`src/rtl/alu_arbiter.sv`:
```
// alu_arbiter: two-port round-robin sequencer in front of the shared combinational 8-bit ALU.
//
// Ports:
//   clk, rst_n                       clock, asynchronous active-low reset
//   reqN_valid/ready/a/b/sel         requester N (N = 0, 1) operand/opcode handshake
//   alu_a, alu_b, alu_sel            registered ALU inputs (held between operations)
//   alu_out, alu_carry               ALU result and carry
//   resp_valid/ready                 response handshake
//   resp_id, resp_data, resp_carry,
//   resp_dz                          tagged response (requester, result, ADD carry, div-by-zero)
//   busy                             an operation is in flight
//   op_count                         completed responses, wraps modulo 2^CNT_W
module alu_arbiter #(
    parameter int unsigned DATA_W = 8,
    parameter int unsigned CNT_W  = 16
) (
    input  logic              clk,
    input  logic              rst_n,

    input  logic              req0_valid,
    output logic              req0_ready,
    input  logic [DATA_W-1:0] req0_a,
    input  logic [DATA_W-1:0] req0_b,
    input  logic [3:0]        req0_sel,

    input  logic              req1_valid,
    output logic              req1_ready,
    input  logic [DATA_W-1:0] req1_a,
    input  logic [DATA_W-1:0] req1_b,
    input  logic [3:0]        req1_sel,

    output logic [DATA_W-1:0] alu_a,
    output logic [DATA_W-1:0] alu_b,
    output logic [3:0]        alu_sel,
    input  logic [DATA_W-1:0] alu_out,
    input  logic              alu_carry,

    output logic              resp_valid,
    input  logic              resp_ready,
    output logic              resp_id,
    output logic [DATA_W-1:0] resp_data,
    output logic              resp_carry,
    output logic              resp_dz,

    output logic              busy,
    output logic [CNT_W-1:0]  op_count
);

    localparam logic [3:0] SelAdd = 4'b0000;
    localparam logic [3:0] SelDiv = 4'b0011;

    typedef enum logic [1:0] {StIdle, StExec, StResp} state_e;

    state_e              r_state;
    logic                r_last_grant;
    logic [DATA_W-1:0]   r_alu_a;
    logic [DATA_W-1:0]   r_alu_b;
    logic [3:0]          r_alu_sel;
    logic                r_resp_valid;
    logic                r_resp_id;
    logic [DATA_W-1:0]   r_resp_data;
    logic                r_resp_carry;
    logic                r_resp_dz;
    logic [CNT_W-1:0]    r_op_count;

    logic                w_grant0;
    logic                w_grant1;
    logic                w_div_zero;

    // On a tie the requester that did not win last time is granted; r_last_grant resets to 1
    // so requester 0 wins the first tie.
    always_comb begin
        w_grant0 = req0_valid & (~req1_valid | r_last_grant);
        w_grant1 = req1_valid & (~req0_valid | ~r_last_grant);
    end

    assign w_div_zero = (r_alu_sel == SelDiv) && (r_alu_b == '0);

    assign req0_ready = (r_state == StIdle) & w_grant0;
    assign req1_ready = (r_state == StIdle) & w_grant1;
    assign busy       = (r_state != StIdle);

    assign alu_a      = r_alu_a;
    assign alu_b      = r_alu_b;
    assign alu_sel    = r_alu_sel;
    assign resp_valid = r_resp_valid;
    assign resp_id    = r_resp_id;
    assign resp_data  = r_resp_data;
    assign resp_carry = r_resp_carry;
    assign resp_dz    = r_resp_dz;
    assign op_count   = r_op_count;

    always_ff @(posedge clk or negedge rst_n) begin
        if (!rst_n) begin
            r_state      <= StIdle;
            r_last_grant <= 1'b1;
            r_alu_a      <= '0;
            r_alu_b      <= '0;
            r_alu_sel    <= '0;
            r_resp_valid <= 1'b0;
            r_resp_id    <= 1'b0;
            r_resp_data  <= '0;
            r_resp_carry <= 1'b0;
            r_resp_dz    <= 1'b0;
            r_op_count   <= '0;
        end else begin
            case (r_state)
                StIdle: begin
                    if (w_grant0) begin
                        r_alu_a      <= req0_a;
                        r_alu_b      <= req0_b;
                        r_alu_sel    <= req0_sel;
                        r_resp_id    <= 1'b0;
                        r_last_grant <= 1'b0;
                        r_state      <= StExec;
                    end else if (w_grant1) begin
                        r_alu_a      <= req1_a;
                        r_alu_b      <= req1_b;
                        r_alu_sel    <= req1_sel;
                        r_resp_id    <= 1'b1;
                        r_last_grant <= 1'b1;
                        r_state      <= StExec;
                    end
                end
                StExec: begin
                    // Divide by zero overrides whatever the ALU produced.
                    r_resp_data  <= w_div_zero ? {DATA_W{1'b1}} : alu_out;
                    r_resp_dz    <= w_div_zero;
                    r_resp_carry <= (r_alu_sel == SelAdd) & alu_carry;
                    r_resp_valid <= 1'b1;
                    r_state      <= StResp;
                end
                StResp: begin
                    if (resp_ready) begin
                        r_resp_valid <= 1'b0;
                        r_op_count   <= r_op_count + CNT_W'(1);
                        r_state      <= StIdle;
                    end
                end
                default: begin
                    r_resp_valid <= 1'b0;
                    r_state      <= StIdle;
                end
            endcase
        end
    end

endmodule

```
`config.mk`:
```
export PLATFORM = sky130hd
export DESIGN_NAME = alu_arbiter
export DESIGN_NICKNAME = d
export VERILOG_FILES = /design/src/rtl/alu_arbiter.sv
export SDC_FILE = /design/constraint.sdc
export NUM_CORES = 1
export LEC_CHECK = 0
export BUFFER_PORTS_ARGS = -buffer_cell sky130_fd_sc_hd__buf_2
export CAP_MARGIN = 20
export CORE_ASPECT_RATIO = 1.75
export CORE_MARGIN = 3
export CORE_UTILIZATION = 40
export CTS_CLUSTER_DIAMETER = 200
export DETAILED_ROUTE_END_ITERATION = 7
export PLACE_DENSITY = 0.71
export SYNTH_ARGS = -nofsm -noshare
export SYNTH_HDL_FRONTEND = slang
export SYNTH_SLANG_ARGS = --single-unit
```
`constraint.sdc`:
```
create_clock -name clk -period 2.67 [get_ports clk]
set_input_delay 0.1335 -clock clk [delete_from_list [all_inputs] [get_ports clk]]
set_output_delay 0.1335 -clock clk [all_outputs]
set_load 0.03 [all_outputs]
```
==> flow_metrics.tcl, run 1 <==
set metrics [dict create \
    core_area_um2 5340 \
    critical_path.endpoint_type "output port" \
    cts.htree.levels 2 \
    power_density_nw_per_um2 1130 \
    port_buffers 104 \
    die_w_um 62.7 \
    yosys.area_share.adder 0.00556 \
    dominant_combinational_cell_family_by_area_after_synthesis "simple AND/OR/NAND/NOR gates" \
    place.gp.congestion 0.712 \
    syn_area_um2 2250 \
    measured_slew_at_the_worst_slew_check_pin_ns 0.768 \
    clock_sink_total 51 \
    detailroute.via_count 1854 \
    leakagePower_nw 1.56 \
    cts_root_buffer "sky130_fd_sc_hd__clkbuf_8" \
    min_delay_worst_endpoint "resp_data[0]$_DFFE_PN0P_" \
    synthesis.instances 200 \
    floorplan.io_pins 105 \
    ys_seq_area_frac 0.568 \
    insertedDiodeCount 0 \
    slew_headroom 0.488 \
    grt_setup_unrepaired "no" \
    design_power_total_w 0.00338 \
    min-delay-start "alu_out[0]" \
    route.detailed.drc 0 \
    detail_route.wirelength_um 5060 \
    syn_avg_cell_area_um2 11.2 \
    globalRoute.totalOverflow 0 \
    synth_flop_cell "sky130_fd_sc_hd__dfrtp_1" \
    regToRegSetupSlack_ns 0.94 \
    groute.usage.overall 0.156 \
    number_of_failing_setup_endpoints_in_the_final_timing_report 0 \
    min_path_cells 2 \
    max-clock-path-buffers 2 \
    rr_startpoint "r_state[1]$_DFFE_PN0P_" \
    initial_utilization 0.421 \
    yosys_register_bits 51 \
    critical_path_required_ns 2.54 \
    cts_made_buffers 5 \
    synth_enable_flop_cells 0 \
    run_status "complete, no violations" \
    cts_tree "built" \
    final_cell_mix "sky130_fd_sc_hd__buf_2, sky130_fd_sc_hd__dfrtp_1, sky130_fd_sc_hd__nor2_1, sky130_fd_sc_hd__a21oi_1, sky130_fd_sc_hd__mux2i_1" \
    cp.arrival_ns 1.68 \
    min_period_over_period 0.680 \
    cp_max_fo 8 \
    clock.fmax_ghz 0.551 \
    post_route_cells_drive_above_1_share 0.394 \
    synth-async-reset-ratio 1.00 \
    floorplan.die_area_um2 6600 \
    yosysWarnings 0 \
    final_antenna_violating_net_count 0 \
    final.min_clock_period_ns 1.81 \
    worst_r2r_endpoint "alu_sel[1]$_DFFE_PN0P_" \
    clk_latency_ns 0.29 \
    rr_worst_depth 5 \
    drtIter0Drc 62 \
    first_pass_grt_wire_length_um 8250 \
    area_growth_pct 32.6 \
    initial_antenna_violation_count 0 \
    routedWlPerCell_um 13.2 \
    pins_over_slew_limit 0 \
    finalHoldViolCount 0 \
    worstSetupStartpointType "flip-flop" \
    total_negative_slack_ns 0 \
    grt_start_max_net_pins 35 \
    synth-xor-area-share 0.0584 \
    drt-vias-per-instance 4.83 \
    synth_compound_gate_area_share 0.107 \
    vias_in_the_first_global_route 1809 \
    postSynthNetCount 255 \
    nNetsFinal 364 \
    hpwl_um 3990 \
    leading_cell_type_in_the_layout_fill_and_taps_excluded "sky130_fd_sc_hd__buf_2" \
    maxCapViolCount 0 \
    synth.mux.area_fraction 0.0940 \
    placementRows 35 \
    clock_skew_ns 0.00609 \
    hp-class "in2reg" \
    yosys.cell_types.count 37 \
    critical_path_class "reg2out" \
    clk_transition_reported_paths_ns 0.09 \
    die_y_um 105 \
    post_synthesis_share_of_cell_area_spent_on_and_or_nand_and_nor_gates 0.142 \
    worst_ir_drop_vdd_uv 699 \
    first_pass_iters 4 \
]
## critical path, cell delays in order, from the launching register on
cell                       delay, ns
sky130_fd_sc_hd__dfrtp_1        0.45
sky130_fd_sc_hd__nor2_1         0.26
sky130_fd_sc_hd__inv_1          0.13
sky130_fd_sc_hd__a211oi_1       0.29
sky130_fd_sc_hd__buf_2          0.26
## layer usage
layer | GRT usage | wire [µm] | vias to the layer above
met4 | 0.0427 | 57 | 0
li1 | - | - | 915
met1 | 0.167 | 1890 | 870
met5 | 0 | 0 | -
met3 | 0.0448 | 280 | 6
met2 | 0.294 | 2830 | 63
## area by class of cell
type	count	area (µm²)
fillers	542	2360
multi-input cells	138	921
clock inverters	2	35.0
well taps	74	92.6
flip-flops and latches	51	1280
clock buffers	6	82.6
repair buffers	109	561
inverters	4	15.0
## sequential cells by signal, summed over array words and instances, names as in the netlist, 2 cells and up
register and count:
op_count 16, alu_sel 4, resp_data 8, alu_a 8
alu_b 8, r_state 2
## logic make-up after synthesis
| logic type | count (synthesis) |
|---|---|
| compound gates | 39 |
| xor+xnor | 15 |
| fa+ha+maj | 1 |
| buf+inv | 11 |
| flops | 51 |
| mux | 21 |
| simple gates | 62 |
## synthesized netlist by cell type, types with 2 or more instances
cell type,number,share of area
sky130_fd_sc_hd__a21oi_1,21,0.047
sky130_fd_sc_hd__and3_1,3,0.0083
sky130_fd_sc_hd__buf_2,5,0.011
sky130_fd_sc_hd__buf_4,2,0.0067
sky130_fd_sc_hd__dfrtp_1,50,0.56
sky130_fd_sc_hd__inv_1,4,0.0067
sky130_fd_sc_hd__mux2i_1,20,0.089
sky130_fd_sc_hd__nand2_1,8,0.013
sky130_fd_sc_hd__nand3_1,3,0.0067
sky130_fd_sc_hd__nand4_1,4,0.011
sky130_fd_sc_hd__nor2_1,31,0.052
sky130_fd_sc_hd__o21a_1,2,0.0067
sky130_fd_sc_hd__o21ai_0,3,0.0067
sky130_fd_sc_hd__o22a_1,8,0.031
sky130_fd_sc_hd__xnor2_1,6,0.023
sky130_fd_sc_hd__xor2_1,9,0.035
## through the flow
stage                     setup WS [ns]  hold slack, ns  cells  area, µm²  utilization
final                             0.856          0.0393    384       2980        0.559
after global routing              0.680          0.0313    384       2980        0.559
after CTS                         0.813          0.0309    384       2980        0.559
after detailed placement          0.969           0.253    375       2860        0.535
after global placement             1.05           0.242    375       2860        0.535
after floorplan                   0.747          -0.162    200       2250            -
## what timing repair did
| action | CTS | global route |
|---|---|---|
| endpoints found under the setup margin | 0 | 0 |
| resized for setup | 0 | 0 |
| buffers inserted | 0 | 0 |
| hold buffers | 1 | 0 |
| hold endpoints to repair | 32 | 0 |
## worst max path at each step
stage / startpoint / to / slack, ns / depth (start not counted)
after floorplan: r_state[1]$_DFFE_PN0P_ / resp_id$_DFFE_PN0P_ / 0.75 / 4
after CTS: r_state[1]$_DFFE_PN0P_ / req1_ready / 0.81 / 4
after global placement: r_state[1]$_DFFE_PN0P_ / alu_a[7]$_DFFE_PN0P_ / 1.05 / 5
after global routing: r_state[1]$_DFFE_PN0P_ / req1_ready / 0.68 / 4
final: r_state[1]$_DFFE_PN0P_ / req1_ready / 0.86 / 4
after detailed placement: r_state[1]$_DFFE_PN0P_ / alu_sel[1]$_DFFE_PN0P_ / 0.97 / 5
## where the power goes
group,internal [W],leakage (nW),switching (W)
combinational,0.000509,0.893,0.00104
clock,0.000303,0.0612,0.000239
sequential,0.00106,0.605,0.000220
total,0.00187,1.56,0.00150
Note: power is estimated with default switching activity, not from simulation.
==> run 2: changes to the inputs <==
--- a/config.mk
+++ b/config.mk
@@ -12,7 +12,7 @@
 export CORE_UTILIZATION = 40
 export CTS_CLUSTER_DIAMETER = 200
 export DETAILED_ROUTE_END_ITERATION = 7
-export PLACE_DENSITY = 0.71
+export PLACE_DENSITY = 0.74
 export SYNTH_ARGS = -nofsm -noshare
 export SYNTH_HDL_FRONTEND = slang
 export SYNTH_SLANG_ARGS = --single-unit
==> constraint.sdc (replaced) <==
create_clock -name clk -period 1.65 [get_ports clk]
set_input_delay 0.0825 -clock clk [delete_from_list [all_inputs] [get_ports clk]]
set_output_delay 0.0825 -clock clk [all_outputs]
set_load 0.03 [all_outputs]
==> flow_metrics.tcl, run 2 (synthesized netlist as in run 1, its figures left out) <==
set metrics [dict create \
    cts.htree.levels 2 \
    worst_ir_drop_vdd_uv 901 \
    worstSetupStartpointType "flip-flop" \
    number_of_failing_setup_endpoints_in_the_final_timing_report 0 \
    final_critical_path_setup_slack_ns 0.126 \
    final_antenna_violating_net_count 0 \
    hold_slack_ns 0.0254 \
    maxCapViolCount 0 \
    core_area_um2 5340 \
    routedWlPerCell_um 13.5 \
    slew_headroom 0.725 \
    cp.arrival_ns 1.44 \
    clock_sink_total 51 \
    place.gp.congestion 0.812 \
    final.min_clock_period_ns 1.52 \
    clk_transition_reported_paths_ns 0.09 \
    critical_path_class "reg2out" \
    post_route_cells_drive_above_1_share 0.399 \
    leading_cell_type_in_the_layout_fill_and_taps_excluded "sky130_fd_sc_hd__buf_2" \
    leakagePower_nw 1.63 \
    nFillCells 506 \
    floorplan.io_pins 105 \
    cts_tree "built" \
    rr_worst_depth 5 \
    first_pass_iters 4 \
    clock.fmax_ghz 0.656 \
    clk_latency_ns 0.30 \
    detailroute.via_count 1922 \
    min_delay_worst_endpoint "r_last_grant$_DFFE_PN1P_" \
    run_status "complete, no violations" \
    dp_slack_ns 0.180 \
    hpwl_um 4190 \
    route.detailed.drc 0 \
    finalHoldViolCount 0 \
    rr_startpoint "op_count[0]$_DFFE_PN0P_" \
    drtIter0Drc 48 \
    nNetsFinal 375 \
    number_of_buffers_added_for_setup_after_cts 0 \
    floorplan.die_area_um2 6600 \
    critical_path.endpoint_type "output port" \
    worst_r2r_endpoint "op_count[8]$_DFFE_PN0P_" \
    placementRows 35 \
    cts_made_buffers 5 \
    globalRoute.totalOverflow 0 \
    min_period_over_period 0.924 \
    power_density_nw_per_um2 1820 \
    min_path_cells 2 \
    area_growth_pct 40.3 \
    initial_utilization 0.421 \
    die_y_um 105 \
    max-clock-path-buffers 2 \
    largest_register_ff_count 16 \
    first_pass_grt_wire_length_um 8960 \
    total_negative_slack_ns 0 \
    design_power_total_w 0.00576 \
    detail_route.wirelength_um 5330 \
    cts_root_buffer "sky130_fd_sc_hd__clkbuf_8" \
    die_w_um 62.7 \
    regToRegSetupSlack_ns 0.19 \
    min-delay-start "req0_valid" \
    vias_in_the_first_global_route 1930 \
    grt_setup_unrepaired "no" \
    cp_max_fo 8 \
    grt_start_max_net_pins 32 \
    initial_antenna_violation_count 0 \
    final_cell_mix "sky130_fd_sc_hd__buf_2, sky130_fd_sc_hd__dfrtp_1, sky130_fd_sc_hd__nor2_1, sky130_fd_sc_hd__a21oi_1, sky130_fd_sc_hd__mux2i_1" \
    critical_path_required_ns 1.57 \
    groute.usage.overall 0.170 \
    drt-vias-per-instance 4.87 \
    pins_over_slew_limit 0 \
    port_buffers 104 \
    measured_slew_at_the_worst_slew_check_pin_ns 0.412 \
    hp-class "in2reg" \
    clock_skew_ns 0.00793 \
    insertedDiodeCount 0 \
]
==> run 2: how the worst max path moves through the flow <==
stage / from / to / slack (ns) / cells past startpoint
2_1_floorplan: r_state[1]$_DFFE_PN0P_ / resp_id$_DFFE_PN0P_ / 0.04 / 4
3_3_place_gp: op_count[0]$_DFFE_PN0P_ / op_count[8]$_DFFE_PN0P_ / 0.26 / 5
3_5_place_dp: op_count[0]$_DFFE_PN0P_ / op_count[8]$_DFFE_PN0P_ / 0.18 / 5
4_1_cts: r_state[1]$_DFFE_PN0P_ / req1_ready / 0.0008 / 4
5_1_grt: r_state[1]$_DFFE_PN0P_ / req1_ready / 0.04 / 4
6_report: r_state[1]$_DFFE_PN0P_ / req1_ready / 0.13 / 4
==> run 2: where the power goes <==
| group | internal [W] | leakage, nW | switching [W] |
|---|---|---|---|
| Clock | 0.000606 | 0.0654 | 0.000395 |
| Combinational | 0.000941 | 0.958 | 0.00174 |
| Sequential | 0.00172 | 0.603 | 0.000351 |
| Total | 0.00327 | 1.63 | 0.00249 |
==> run 2: layer usage <==
layer,part of all wire,global-route usage,vias to the layer above
met5,0,0,-
met2,0.57,0.327,61
met1,0.36,0.179,907
li1,-,-,946
met4,0.014,0.0632,0
met3,0.048,0.0320,8
==> run 2: cell type report <==
class                      instances  area [µm²]  area share
clock inverter                     2        60.1      0.0190
clock buffer                       6        72.6      0.0230
sequential                        51        1280       0.405
timing repair buffer             120         703       0.223
tap                               74        92.6      0.0293
inverter                           4        15.0     0.00476
multi-input combinational        138         933       0.296
==> run 2: worst max-delay path, stage by stage, from the launching register on <==
cell	delay (ns)
sky130_fd_sc_hd__dfrtp_2	0.47
sky130_fd_sc_hd__nor2_4	0.16
sky130_fd_sc_hd__inv_1	0.09
sky130_fd_sc_hd__a211oi_2	0.21
sky130_fd_sc_hd__buf_4	0.21
==> run 2: what timing repair did <==
item                                    CTS  global route
hold buffers                              9             0
gates resized for setup                   2             3
hold endpoints to repair                 23             0
pin swaps                                 0             1
endpoints found under the setup margin    1             1
==> run 2: per-stage QoR <==
| step | cell area [µm²] | utilization | std cells |
|---|---|---|---|
| after CTS | 3150 | 0.589 | 395 |
| after global placement | 2920 | 0.547 | 378 |
| after detailed placement | 2920 | 0.547 | 378 |
| after floorplan | 2250 | - | 200 |
| after global routing | 3160 | 0.591 | 395 |
| final | 3160 | 0.591 | 395 |
==> run 3: changes to the inputs <==
--- a/config.mk
+++ b/config.mk
@@ -8,8 +8,8 @@
 export BUFFER_PORTS_ARGS = -buffer_cell sky130_fd_sc_hd__buf_2
 export CAP_MARGIN = 20
 export CORE_ASPECT_RATIO = 1.75
-export CORE_MARGIN = 3
 export CORE_UTILIZATION = 40
+export CTS_BUF_LIST = sky130_fd_sc_hd__clkbuf_4
 export CTS_CLUSTER_DIAMETER = 200
 export DETAILED_ROUTE_END_ITERATION = 7
 export PLACE_DENSITY = 0.74
==> flow_metrics.tcl, run 3 (synthesized netlist as in run 1, its figures left out) <==
set metrics [dict create \
    route.detailed.drc 0 \
    cts_made_buffers 5 \
    detailroute.via_count 2020 \
    post_route_cells_drive_above_1_share 0.395 \
    number_of_failing_setup_endpoints_in_the_final_timing_report 0 \
    core_area_um2 5340 \
    die_y_um 101 \
    finalHoldViolCount 0 \
    nNetsFinal 393 \
    leakagePower_nw 1.67 \
    max-clock-path-buffers 2 \
    cp_max_fo 4 \
    initial_antenna_violation_count 0 \
    groute.usage.overall 0.199 \
    routedWlPerCell_um 13.7 \
    critical_path_class "reg2out" \
    placementRows 35 \
    timing.critical_path.max_delay_family "flip-flops" \
    floorplan.io_pins 105 \
    clk_transition_reported_paths_ns 0.15 \
    place.gp.congestion 0.733 \
    port_buffers 104 \
    cts_tree "built" \
    final_antenna_violating_net_count 0 \
    cts.htree.levels 2 \
    drtIter0Drc 64 \
    vias_in_the_first_global_route 1998 \
    min_path_cells 3 \
    hpwl_um 3950 \
    clock_skew_ns 0.00872 \
    pins_over_slew_limit 0 \
    worst_path_largest_cell_delay_ns 0.61 \
    critical_path_required_ns 1.57 \
    area_growth_pct 45.1 \
    timing.critical_path.cells "o21ai_4 > buf_12 > nor2_1 > buf_4" \
    detail_route.wirelength_um 5640 \
    critical_path_buf_inv_count 2 \
    run_status "complete, no violations" \
    hp-class "in2reg" \
    leading_cell_type_in_the_layout_fill_and_taps_excluded "sky130_fd_sc_hd__buf_2" \
    final.min_clock_period_ns 1.57 \
    measured_slew_at_the_worst_slew_check_pin_ns 0.350 \
    rr_worst_depth 5 \
    die_w_um 58.7 \
    final_critical_path_setup_slack_ns 0.0819 \
    insertedDiodeCount 0 \
    slew_headroom 0.767 \
    worstSetupStartpointType "flip-flop" \
    dp_slack_ns 0.181 \
    maxCapViolCount 0 \
    cpMaxStageDelayCell "sky130_fd_sc_hd__dfstp_2" \
    final_cell_mix "sky130_fd_sc_hd__buf_2, sky130_fd_sc_hd__dfrtp_1, sky130_fd_sc_hd__nor2_1, sky130_fd_sc_hd__dlygate4sd3_1, sky130_fd_sc_hd__a21oi_1" \
    globalRoute.totalOverflow 0 \
    worstSetupPathDepth 4 \
    min_period_over_period 0.950 \
    cp.arrival_ns 1.49 \
    critical_path.endpoint_type "output port" \
    largest_register_ff_count 16 \
    worst_ir_drop_vdd_uv 778 \
    drt-vias-per-instance 4.89 \
    clock.fmax_ghz 0.638 \
    first_pass_grt_wire_length_um 8930 \
    cts_root_buffer "sky130_fd_sc_hd__clkbuf_4" \
    total_negative_slack_ns 0 \
    clk_latency_ns 0.36 \
    initial_utilization 0.421 \
    grt_start_max_net_pins 42 \
    power_density_nw_per_um2 1680 \
    clock_sink_total 51 \
    floorplan.die_area_um2 5940 \
    first_pass_iters 4 \
]
[run 3: cell types whose count changed in the layout (fill, tap and decap cells not counted), sizes merged]
cell | previous run | this run
buf | 111 | 115
bufinv | 2 | 0
clkbuf | 6 | 7
clkinv | 0 | 1
clkinvlp | 0 | 1
dlygate4sd3 | 9 | 22
[run 3: power by group]
part / total (W) / leakage (nW) / internal, W / switching (W)
clock: 0.000585 / 0.0317 / 0.000182 / 0.000403
sequential: 0.00209 / 0.603 / 0.00172 / 0.000371
combinational: 0.00280 / 1.04 / 0.00103 / 0.00177
total: 0.00548 / 1.67 / 0.00293 / 0.00255
[run 3: layout make-up]
cell class	count	area, µm²
Inverter	4	15.0
Timing Repair Buffer	138	878
Clock inverter	2	12.5
Multi-Input combinational cell	138	941
Tap cell	74	92.6
Sequential cell	51	1280
Clock buffer	6	45.0
Fill cell	500	2080
[run 3: metal layers]
| metal | GRT usage | part of all wire |
|---|---|---|
| met1 | 0.208 | 0.35 |
| met2 | 0.378 | 0.59 |
| met3 | 0.0345 | 0.032 |
| met4 | 0.0879 | 0.022 |
| met5 | 0 | 0 |
[run 3: path summary, 6_finish.rpt]
kind | from | end | slack (ns)
worst min register to register | op_count[15]$_DFFE_PN0P_ | op_count[15]$_DFFE_PN0P_ | 0.47
max in group asynchronous | rst_n | r_last_grant$_DFFE_PN1P_ | 1.14
worst max register to register | r_state[1]$_DFFE_PN0P_ | op_count[8]$_DFFE_PN0P_ | 0.17
min in group asynchronous | rst_n | op_count[11]$_DFFE_PN0P_ | 0.23
worst max-delay path | r_last_grant$_DFFE_PN1P_ | req0_ready | 0.08
worst min-delay path | req1_sel[0] | alu_sel[0]$_DFFE_PN0P_ | 0.01
[run 3: metrics by stage]
stage	cell area, µm²	hold slack, ns	cells	util	power (W)
after floorplan	2250	-0.213	200	-	0.00388
after global placement	2890	0.104	376	0.542	0.00467
after detailed placement	2890	0.107	376	0.542	0.00473
after CTS	3190	0.00121	407	0.597	0.00543
after global routing	3260	0.00485	413	0.611	0.00585
final	3260	0.0127	413	0.611	0.00548
[run 3: worst reg2reg max path, delay by kind of cell (launching register included)]
family        cells  cell delay, ns
simple gates      3            0.71
xor+xnor          1            0.14
buf+inv           1            0.14
flops             1            0.42
[run 3: timing repair]
action | 4_1_cts | 5_1_grt
setup buffers | 1 | 5
gates resized for setup | 5 | 3
endpoints found under the hold margin | 68 | 0
hold buffers | 22 | 0
pin swaps | 0 | 1
cloned | 0 | 1
setup endpoints to repair | 2 | 2
